`src/rtl/eq_pkg.sv`:
```
// eq_pkg: shared widths, enums, default coefficients and output saturation
package eq_pkg;
  localparam int DATA_W = 16;
  localparam int COEF_W = 16;
  localparam int FRAC_BITS = 14;
  localparam int ACC_W = 40;
  localparam int SUM_W = 18;
  localparam int SYNC_STAGES = 2;
  localparam int N_COEF = 16;
  typedef enum logic [2:0] {B0, B1, B2, A1, A2} tap_e;
  typedef enum logic [1:0] {LOW, MID, HIGH} band_e;
  typedef enum logic [1:0] {IDLE, CAPTURE, MAC, SUM} state_e;
  typedef logic signed [COEF_W-1:0] coef_t;
  typedef logic signed [DATA_W-1:0] sample_t;
  localparam coef_t DEFAULT_COEF [N_COEF] = '{0: 16'sh4000, default: 16'sh0000};
  function automatic sample_t sat16(input logic signed [ACC_W-1:0] v);
    return (v > 40'sd32767) ? 16'sh7fff : (v < -40'sd32768) ? 16'sh8000 : v[DATA_W-1:0];
  endfunction
endpackage

```
`src/rtl/eq_mac_unit.sv`:
```
// eq_mac_unit: signed coef*data accumulator with saturating Q2.14 output
module eq_mac_unit
  import eq_pkg::*;
(
  input  logic    clk,
  input  logic    reset,
  input  logic    en,
  input  logic    clr,
  input  coef_t   coef,
  input  sample_t data,
  output sample_t result
);
  localparam int PROD_W = COEF_W + DATA_W;
  logic signed [PROD_W-1:0] prod;
  logic signed [ACC_W-1:0] acc, acc_nxt;
  assign prod = coef * data;
  assign acc_nxt = (clr ? '0 : acc) + {{(ACC_W-PROD_W){prod[PROD_W-1]}}, prod};
  assign result = sat16(acc_nxt >>> FRAC_BITS);
  // running sum of the current band; clr restarts it at tap b0
  always_ff @(posedge clk or negedge reset)
    if (!reset) acc <= '0;
    else if (en) acc <= acc_nxt;
endmodule

```
`src/rtl/eq_mac_scheduler.sv`:
```
// eq_mac_scheduler: sequences one shared MAC over 3 biquad bands for both stereo channels
module eq_mac_scheduler
  import eq_pkg::*;
(
  input  logic              clk,
  input  logic              reset,
  input  logic              l_r_clk,
  input  logic [DATA_W-1:0] audio_in,
  input  logic              cfg_we,
  input  logic [3:0]        cfg_addr,
  input  logic [COEF_W-1:0] cfg_data,
  input  logic              cfg_commit,
  output logic              cfg_pending,
  input  logic              overrun_clr,
  output logic [DATA_W-1:0] audio_out,
  output logic              out_valid,
  output logic              out_channel,
  output logic              busy,
  output logic              overrun_err
);
  state_e state, state_nxt;
  logic [SYNC_STAGES-1:0] sync;
  logic lr_d, lr_edge, chan, band_end, last;
  logic [1:0] band;
  logic [2:0] tap;
  logic [3:0] cidx;
  sample_t x0, operand, result;
  sample_t x1 [2][3], x2 [2][3], y1 [2][3], y2 [2][3];
  coef_t shadow [N_COEF], active [N_COEF];
  logic signed [SUM_W-1:0] sum, sum_nxt;
  assign lr_edge = sync[SYNC_STAGES-1] ^ lr_d;
  assign busy = state != IDLE;
  assign band_end = state == MAC && tap == A2;
  assign last = band_end && band == HIGH;
  assign cidx = 4'(band) * 4'd5 + 4'(tap);
  assign sum_nxt = sum + SUM_W'(result);
  // operand select for the current tap and next-state logic
  always_comb begin
    operand = tap == B0 ? x0 : tap == B1 ? x1[chan][band] : tap == B2 ? x2[chan][band] :
              tap == A1 ? y1[chan][band] : y2[chan][band];
    state_nxt = state == IDLE ? (lr_edge ? CAPTURE : IDLE) :
                state == CAPTURE ? MAC :
                state == MAC ? (last ? SUM : MAC) : IDLE;
  end
  eq_mac_unit u_mac (
    .clk    (clk),
    .reset  (reset),
    .en     (state == MAC),
    .clr    (tap == B0),
    .coef   (active[cidx]),
    .data   (operand),
    .result (result)
  );
  // word-select synchronizer, edge history and state register
  always_ff @(posedge clk or negedge reset)
    if (!reset) begin
      sync <= '0;
      lr_d <= 1'b0;
      state <= IDLE;
    end else begin
      sync <= {sync[SYNC_STAGES-2:0], l_r_clk};
      lr_d <= sync[SYNC_STAGES-1];
      state <= state_nxt;
    end
  // sample capture, tap/band counters and per-channel filter state writeback
  always_ff @(posedge clk or negedge reset)
    if (!reset) begin
      band <= '0;
      tap <= '0;
      x0 <= '0;
      chan <= 1'b0;
      sum <= '0;
      for (int c = 0; c < 2; c++)
        for (int b = 0; b < 3; b++) begin
          x1[c][b] <= '0;
          x2[c][b] <= '0;
          y1[c][b] <= '0;
          y2[c][b] <= '0;
        end
    end else if (state == CAPTURE) begin
      band <= '0;
      tap <= '0;
      x0 <= audio_in;
      chan <= lr_d;
      sum <= '0;
    end else if (state == MAC) begin
      tap <= band_end ? '0 : tap + 3'd1;
      band <= band_end ? band + 2'd1 : band;
      if (band_end) begin
        x2[chan][band] <= x1[chan][band];
        x1[chan][band] <= x0;
        y2[chan][band] <= y1[chan][band];
        y1[chan][band] <= result;
        sum <= sum_nxt;
      end
    end
  // output register loads on the final tap so it is visible during SUM
  always_ff @(posedge clk or negedge reset)
    if (!reset) begin
      audio_out <= '0;
      out_valid <= 1'b0;
      out_channel <= 1'b0;
    end else begin
      out_valid <= last;
      if (last) begin
        audio_out <= sat16(ACC_W'(sum_nxt));
        out_channel <= chan;
      end
    end
  // shadow writes anytime; active set swaps only at capture so a sample never mixes sets
  always_ff @(posedge clk or negedge reset)
    if (!reset) begin
      shadow <= DEFAULT_COEF;
      active <= DEFAULT_COEF;
      cfg_pending <= 1'b0;
    end else begin
      if (cfg_we && cfg_addr != 4'd15) shadow[cfg_addr] <= cfg_data;
      if (state == CAPTURE && cfg_pending) active <= shadow;
      cfg_pending <= cfg_commit || (cfg_pending && state != CAPTURE);
    end
  // sticky overrun; a new overrun beats a simultaneous clear
  always_ff @(posedge clk or negedge reset)
    if (!reset) overrun_err <= 1'b0;
    else overrun_err <= (lr_edge && busy) ? 1'b1 : overrun_clr ? 1'b0 : overrun_err;
endmodule

```
`config.mk`:
```
export PLATFORM = sky130hd
export DESIGN_NAME = eq_mac_scheduler
export DESIGN_NICKNAME = d
export VERILOG_FILES = /design/src/rtl/eq_pkg.sv /design/src/rtl/eq_mac_unit.sv /design/src/rtl/eq_mac_scheduler.sv
export SDC_FILE = /design/constraint.sdc
export NUM_CORES = 2
export LEC_CHECK = 0
export CAP_MARGIN = 20
export CELL_PAD_IN_SITES_DETAIL_PLACEMENT = 0
export CELL_PAD_IN_SITES_GLOBAL_PLACEMENT = 1
export CORE_MARGIN = 4
export CORE_UTILIZATION = 40
export DETAILED_ROUTE_END_ITERATION = 10
export PLACE_DENSITY_LB_ADDON = 0.1
export SYNTH_ARGS = -nofsm -noshare
export SYNTH_HDL_FRONTEND = slang
export SYNTH_SLANG_ARGS = --single-unit
```
`constraint.sdc`:
```
create_clock -name clk -period 24 [get_ports clk]
set_input_delay 6 -clock clk [delete_from_list [all_inputs] [get_ports clk]]
set_output_delay 6 -clock clk [all_outputs]
set_load 0.05 [all_outputs]
```
==> out/results.ini <==
[run_status]
status=complete, no violations

[timing]
maxSlewHeadroom=0.238
fmax_ghz=0.0595
grt_setup_unrepaired=false
finalHoldViolCount=0
min_period_ps=16810
worst_pin_slew_ps=1140
slew_viol_final=0
tns_ps=0
skew_ps=84.5
period_share=0.701
finalSetupViolCount=0
whs_ps=349

[run]
drv_cap=0

[logic_synthesis]
yosys_warnings=0
synth-main-ff-cell=dfrtp_1
synth_nets=5463
synth-seq-cells=1001
synth_top_family_by_area=multiplexers
async_flop_share=1.00
synthSimpleGateAreaFrac=0.101
syn_area_per_cell_um2=11.1
synthMuxAreaShare=0.177
synth_fa_ha_area_frac=0.131
syn_area_mm2=0.0554
yosys.cell_types.count=76
synth_edf_count=0
synthCells=5002
synth_xor_area_frac=0.0147
synth_compound_area_frac=0.0787
ys_seq_area_frac=0.452

[placement]
place_congestion=0.814
port_buffers=62
dp.cells=6639
dp_hpwl_um=98700

[grt]
grt-ovfl-total=0
grt_pass1_wl_um=239000
gr-usage-all-layers=0.214
grt_pass1_vias=37800
grt_max_degree=157
antenna_found_initial=5

[clock_tree]
postCtsSetupBuffers=0
clock_latency_ps=750
h-tree-depth=3
cts.sinks=1001
clockBufferDepth=3
path_clk_slew_ps=60
cts_root_buf=clkbuf_16
cts_hold_buf=0
cts-resized-gates=0
cts_tree=yes
numCtsBuffers=113

[critical_path]
cp-end-kind=flip-flop
critPathLaunchType=flip-flop
cp.arrival_ps=17350
path_max_fanout=47
critPathKind=reg -> reg
slowest_delay_ps=1070
worst_r2r_path_depth=53
critPathSlowestCell=dfrtp_4
worstPathRequired_ps=24540
crit_top_cell=fa_1

[cells_and_area]
stdcell_count=6850
final_net_count=5421
final_layout_size_suffix_gt1_frac=0.204
multiInputGateArea_mm2=0.0280
fillers=13100
area_growth_pct=11.6
ff_latch_area_mm2=0.0251
post-route-util=0.449

[min_path]
worstHoldPathCells=0
hold_path.class=reg -> reg

[die]
row_count=136
core_mm2=0.137
design.die.area_mm2=0.144
chipWidth_um=380
ioPinCount=63
die_h_um=380
initial_core_util=0.403

[routing]
drc=0
ant_nets=0
firstDrtPassIters=5
vias=36200
dr.first_iter.drc_count=1888
routed_wl_um=153000
viasPerCell=5.28
wire_per_inst_um=22.4

worst max-delay path: cells and delay by family (launching register included):
family / cells / cell delay, ps
compound gates: 20 / 5810
fa+ha+maj: 11 / 5020
simple gates: 11 / 2490
buf+inv: 8 / 1340
flops: 1 / 1070
mux: 1 / 580
xor+xnor: 2 / 220
cell families (layout without fill, tap and decap cells):
| group | count (synthesis) | in the layout |
|---|---|---|
| simple gates | 1343 | 1343 |
| flops | 1001 | 1001 |
| mux | 744 | 744 |
| compound gates | 736 | 736 |
| buf+inv | 668 | 721 |
| fa+ha+maj | 419 | 419 |
| xor+xnor | 91 | 91 |
| other cells | 0 | 1 |
cell usage in the layout (no fill, tap or decap), drive strengths merged, types with 11 or more instances in the layout:
cell type      netlist  final
clkbuf             262    186
clkdlybuf4s50        0     61
a211o               17     17
o22a                14     14
fa                 265    265
a31oi               20     20
nor2               345    345
inv                365    366
mux2i               51     51
xor2                24     24
a21oi              222    222
a221oi              17     17
nand2              800    800
nand2b              34     34
nor2b               14     14
o21a                21     21
dfrtp              999    999
buf                 41     85
o21bai              17     17
a22o                15     15
nand3               31     31
and2                53     53
xnor2               67     67
ha                 154    154
o21ai              307    307
mux4               131    131
clkinv               0     15
a21o                32     32
and3                11     11
or2                 15     15
mux2               562    562
synthesized netlist by cell type, types with 3 or more instances:
library cell | count | area share
nand2b_1 | 34 | 0.0038
nand2_2 | 10 | 0.0011
o22a_1 | 14 | 0.0022
ha_1 | 154 | 0.035
or3_1 | 7 | 0.00079
buf_1 | 26 | 0.0018
o211ai_1 | 7 | 0.00095
clkbuf_1 | 262 | 0.018
o21ai_1 | 16 | 0.0014
inv_1 | 365 | 0.025
o21ai_0 | 290 | 0.026
a21oi_1 | 222 | 0.020
a311o_1 | 3 | 0.00054
a221oi_1 | 17 | 0.0027
nor3_1 | 8 | 0.00072
nand3b_1 | 5 | 0.00068
mux4_2 | 131 | 0.053
or2_2 | 15 | 0.0017
nand2_1 | 790 | 0.054
mux2i_1 | 51 | 0.0092
nand4_1 | 9 | 0.0010
mux2_2 | 562 | 0.11
buf_2 | 13 | 0.0012
nor2_1 | 339 | 0.023
nand3_1 | 31 | 0.0028
nor2b_1 | 14 | 0.0016
and2_1 | 51 | 0.0058
and3_1 | 11 | 0.0012
o21bai_1 | 17 | 0.0023
xor2_1 | 24 | 0.0038
a211o_1 | 17 | 0.0027
dfrtp_1 | 999 | 0.45
a31oi_1 | 20 | 0.0023
a22o_1 | 15 | 0.0024
a211oi_1 | 9 | 0.0012
fa_1 | 265 | 0.096
o21a_1 | 21 | 0.0028
xnor2_1 | 65 | 0.010
a31o_2 | 4 | 0.00063
nor2_4 | 6 | 0.0012
a21o_1 | 32 | 0.0043
o31ai_1 | 6 | 0.00081
registers in the layout, summed over array words and instances (netlist names), 3 cells and up:
| name | flops |
|---|---|
| active | 256 |
| u_mac.acc | 40 |
| y1 | 96 |
| x0 | 16 |
| audio_out | 16 |
| sum | 18 |
| tap | 3 |
| x2 | 96 |
| x1 | 96 |
| y2 | 96 |
| shadow | 256 |
final timing paths:
path / to / slack (ps) / startpoint
setup / recovery: audio_out[7] / 7190 / band[0]
hold / removal: sync[1] / 350 / sync[0]
setup reg to reg: audio_out[7] / 7190 / band[0]
hold reg to reg: sync[1] / 350 / sync[0]
max in group asynchronous: shadow[103] / 14680 / reset
min in group asynchronous: x2[45] / 5300 / reset
through the flow:
stage / setup slack [ps] / cell area [µm²]
floorplan: 9950 / 55400
global placement: 7490 / 57900
detailed placement: 7230 / 57900
CTS: 7200 / 61800
global route: 6000 / 61800
finish: 7190 / 61800
routing by layer:
metal / global-route usage / share of wire / vias to the layer above
li1: - / - / 16700
met1: 0.309 / 0.48 / 18800
met2: 0.351 / 0.48 / 470
met3: 0.0255 / 0.028 / 160
met4: 0.0430 / 0.020 / 2
met5: 0 / 0.000085 / -
area by class of cell:
class | instances | area share
Inverter | 365 | 0.0222
Sequential cell | 1001 | 0.406
Multi-Input combinational cell | 3333 | 0.453
Antenna cell | 1 | 0.0000405
Tap cell | 1794 | 0.0363
Clock buffer | 186 | 0.0552
Clock inverter | 24 | 0.00679
Timing Repair Buffer | 146 | 0.0211
Power is left out: the tool's default activity adds up to more than one toggle a clock period on the data nets, which glitch-free logic cannot reach.
==> RTL change, RTL diff (config.mk and constraints unchanged) <==
Change the package constant `DATA_W` from 16 to 24.
--- a/src/rtl/eq_pkg.sv
+++ b/src/rtl/eq_pkg.sv
@@ -1,6 +1,6 @@
 // eq_pkg: shared widths, enums, default coefficients and output saturation
 package eq_pkg;
-  localparam int DATA_W = 16;
+  localparam int DATA_W = 24;
   localparam int COEF_W = 16;
   localparam int FRAC_BITS = 14;
   localparam int ACC_W = 40;
Interface: changed (resized audio_in and audio_out); port bits go from 63 to 79. No check against the original RTL was run, so the function may have changed too.
==> RTL change against the unedited design <==
- synthesized area is 22% higher
- cell area is 22% higher
- via count is 23% higher
- final cell count is 22% higher
- sequential cell count is 202 higher
- worst hold slack worse by 5.7 ps
- wire length is 27% higher
- first-iteration DRC count is 48% higher
- fmax is 9.6% higher
- sequential share of layout area is 0.48 points lower
- setup slack better by 1500 ps
- largest cell class unchanged
Power is left out: the tool's default activity adds up to more than one toggle a clock period on the data nets, which glitch-free logic cannot reach.
==> RTL change: results (changes against the unedited design) <==
----------------------------------------------------
[Final layout]
  Bufs w/o clock ... 171 (+17%)
  Number of clock-tree buffers in the layout ... 200 (+7.5%)
  Fraction of area in registers ... 40.09% (-0.48 points)
  #MultiIn Comb ... 4013 (+20%)
  Inverter count ... 494 (+35%)
  # fillers ... 15739 (+20%)
  Final design area excluding fillers ... 0.07512 mm^2 (+22%)
  Final net count ... 6637 (+22%)
  Share of final layout cell area taken by clock buffers and inverters ... 6.363% (+0.16 points)

[Yosys]
  Area contributors post-synth ... sky130_fd_sc_hd__dfrtp_1 45%, sky130_fd_sc_hd__fa_1 12%, sky130_fd_sc_hd__mux2_2 9.7%
  Post-Synthesis Net Count ... 6727 (+23%)
  Mean cell area of the mapped netlist ... 11.01 um^2 (-0.53%)
  Xor and xnor fraction of the mapped netlist area ... 0.8323% (-0.63 points)
  Synth top cells by count ... 1201 x sky130_fd_sc_hd__dfrtp_1, 1053 x sky130_fd_sc_hd__nand2_1, 583 x sky130_fd_sc_hd__mux2_2, 492 x sky130_fd_sc_hd__inv_1, 433 x sky130_fd_sc_hd__nor2_1
  Adder-cell share of the synthesized area ... 15.04% (+2.0 points)
  Count of different cell masters after synthesis ... 78 (+2.6%)
  Multiplexer fraction of the synthesized cell area ... 16.71% (-0.97 points)

[Clocking]
  Clock sinks ... 1203 (+20%)
  TritonCTS buffer count ... 143 (+27%)
  Worst skew pair latency ... 800 ps (+50 ps)

[Setup path]
  Maximum fanout encountered on the critical timing path ... 94 (+100%)
  Register-to-register path setup slack ... 8660 ps (+1470 ps)
  Delay of the slowest cell on the worst path ... 790 ps (-280 ps)
  R2R depth ... 41 (-23%)

[Global route]
  Overall global routing resource usage ... 22.88% (+1.5 points)
  Global-route wire length before repair ... 303400 um (+27%)
  Fraction of met3 tracks used by global routing ... 3.138% (+0.59 points)
  Largest net degree at the start of global routing ... 182 (+16%)

[Outcome]
  Run status ... completed

[Place]
  Routability cong. ... 0.8420 (+3.4%)
  Count of input and output buffers ... 78 (+26%)
  Placement-stage cell area ... 0.07031 mm^2 (+21%)
  Total instance count after detailed placement ... 8083 (+22%)

[Detailed routing]
  Post-DR wirelength/cell ... 23.42 um (+4.5%)

[Timing]
  Hold WS ... 343.4 ps (-5.711 ps)
  Worst Tran Pin Value ... 1177 ps (+33.46 ps)

----------------------------------------------------
-- RTL change: changes by cell type after synthesis, moves of 76 or more --
cell / before / now
sky130_fd_sc_hd__nor2_1: 339 / 433
sky130_fd_sc_hd__inv_1: 365 / 492
sky130_fd_sc_hd__fa_1: 265 / 414
sky130_fd_sc_hd__nand2_1: 790 / 1053
sky130_fd_sc_hd__dfrtp_1: 999 / 1201
sky130_fd_sc_hd__clkbuf_1: 262 / 338
-- RTL change: kinds of logic after synthesis --
kind of cell    count (synthesis)
simple gates                 1716
flops                        1203
buf+inv                       900
mux                           842
compound gates                833
fa+ha+maj                     561
xor+xnor                       61
-- RTL change: critical path: cells and delay by family (launching register included) --
kind	cells	cell delay, ps
AO/OA/AOI/OAI	15	4770
XOR/XNOR	2	460
adder cells (fa/ha/maj)	9	4060
buffers and inverters	5	1350
flip-flops	1	790
multiplexers	1	580
AND/OR/NAND/NOR	9	2980
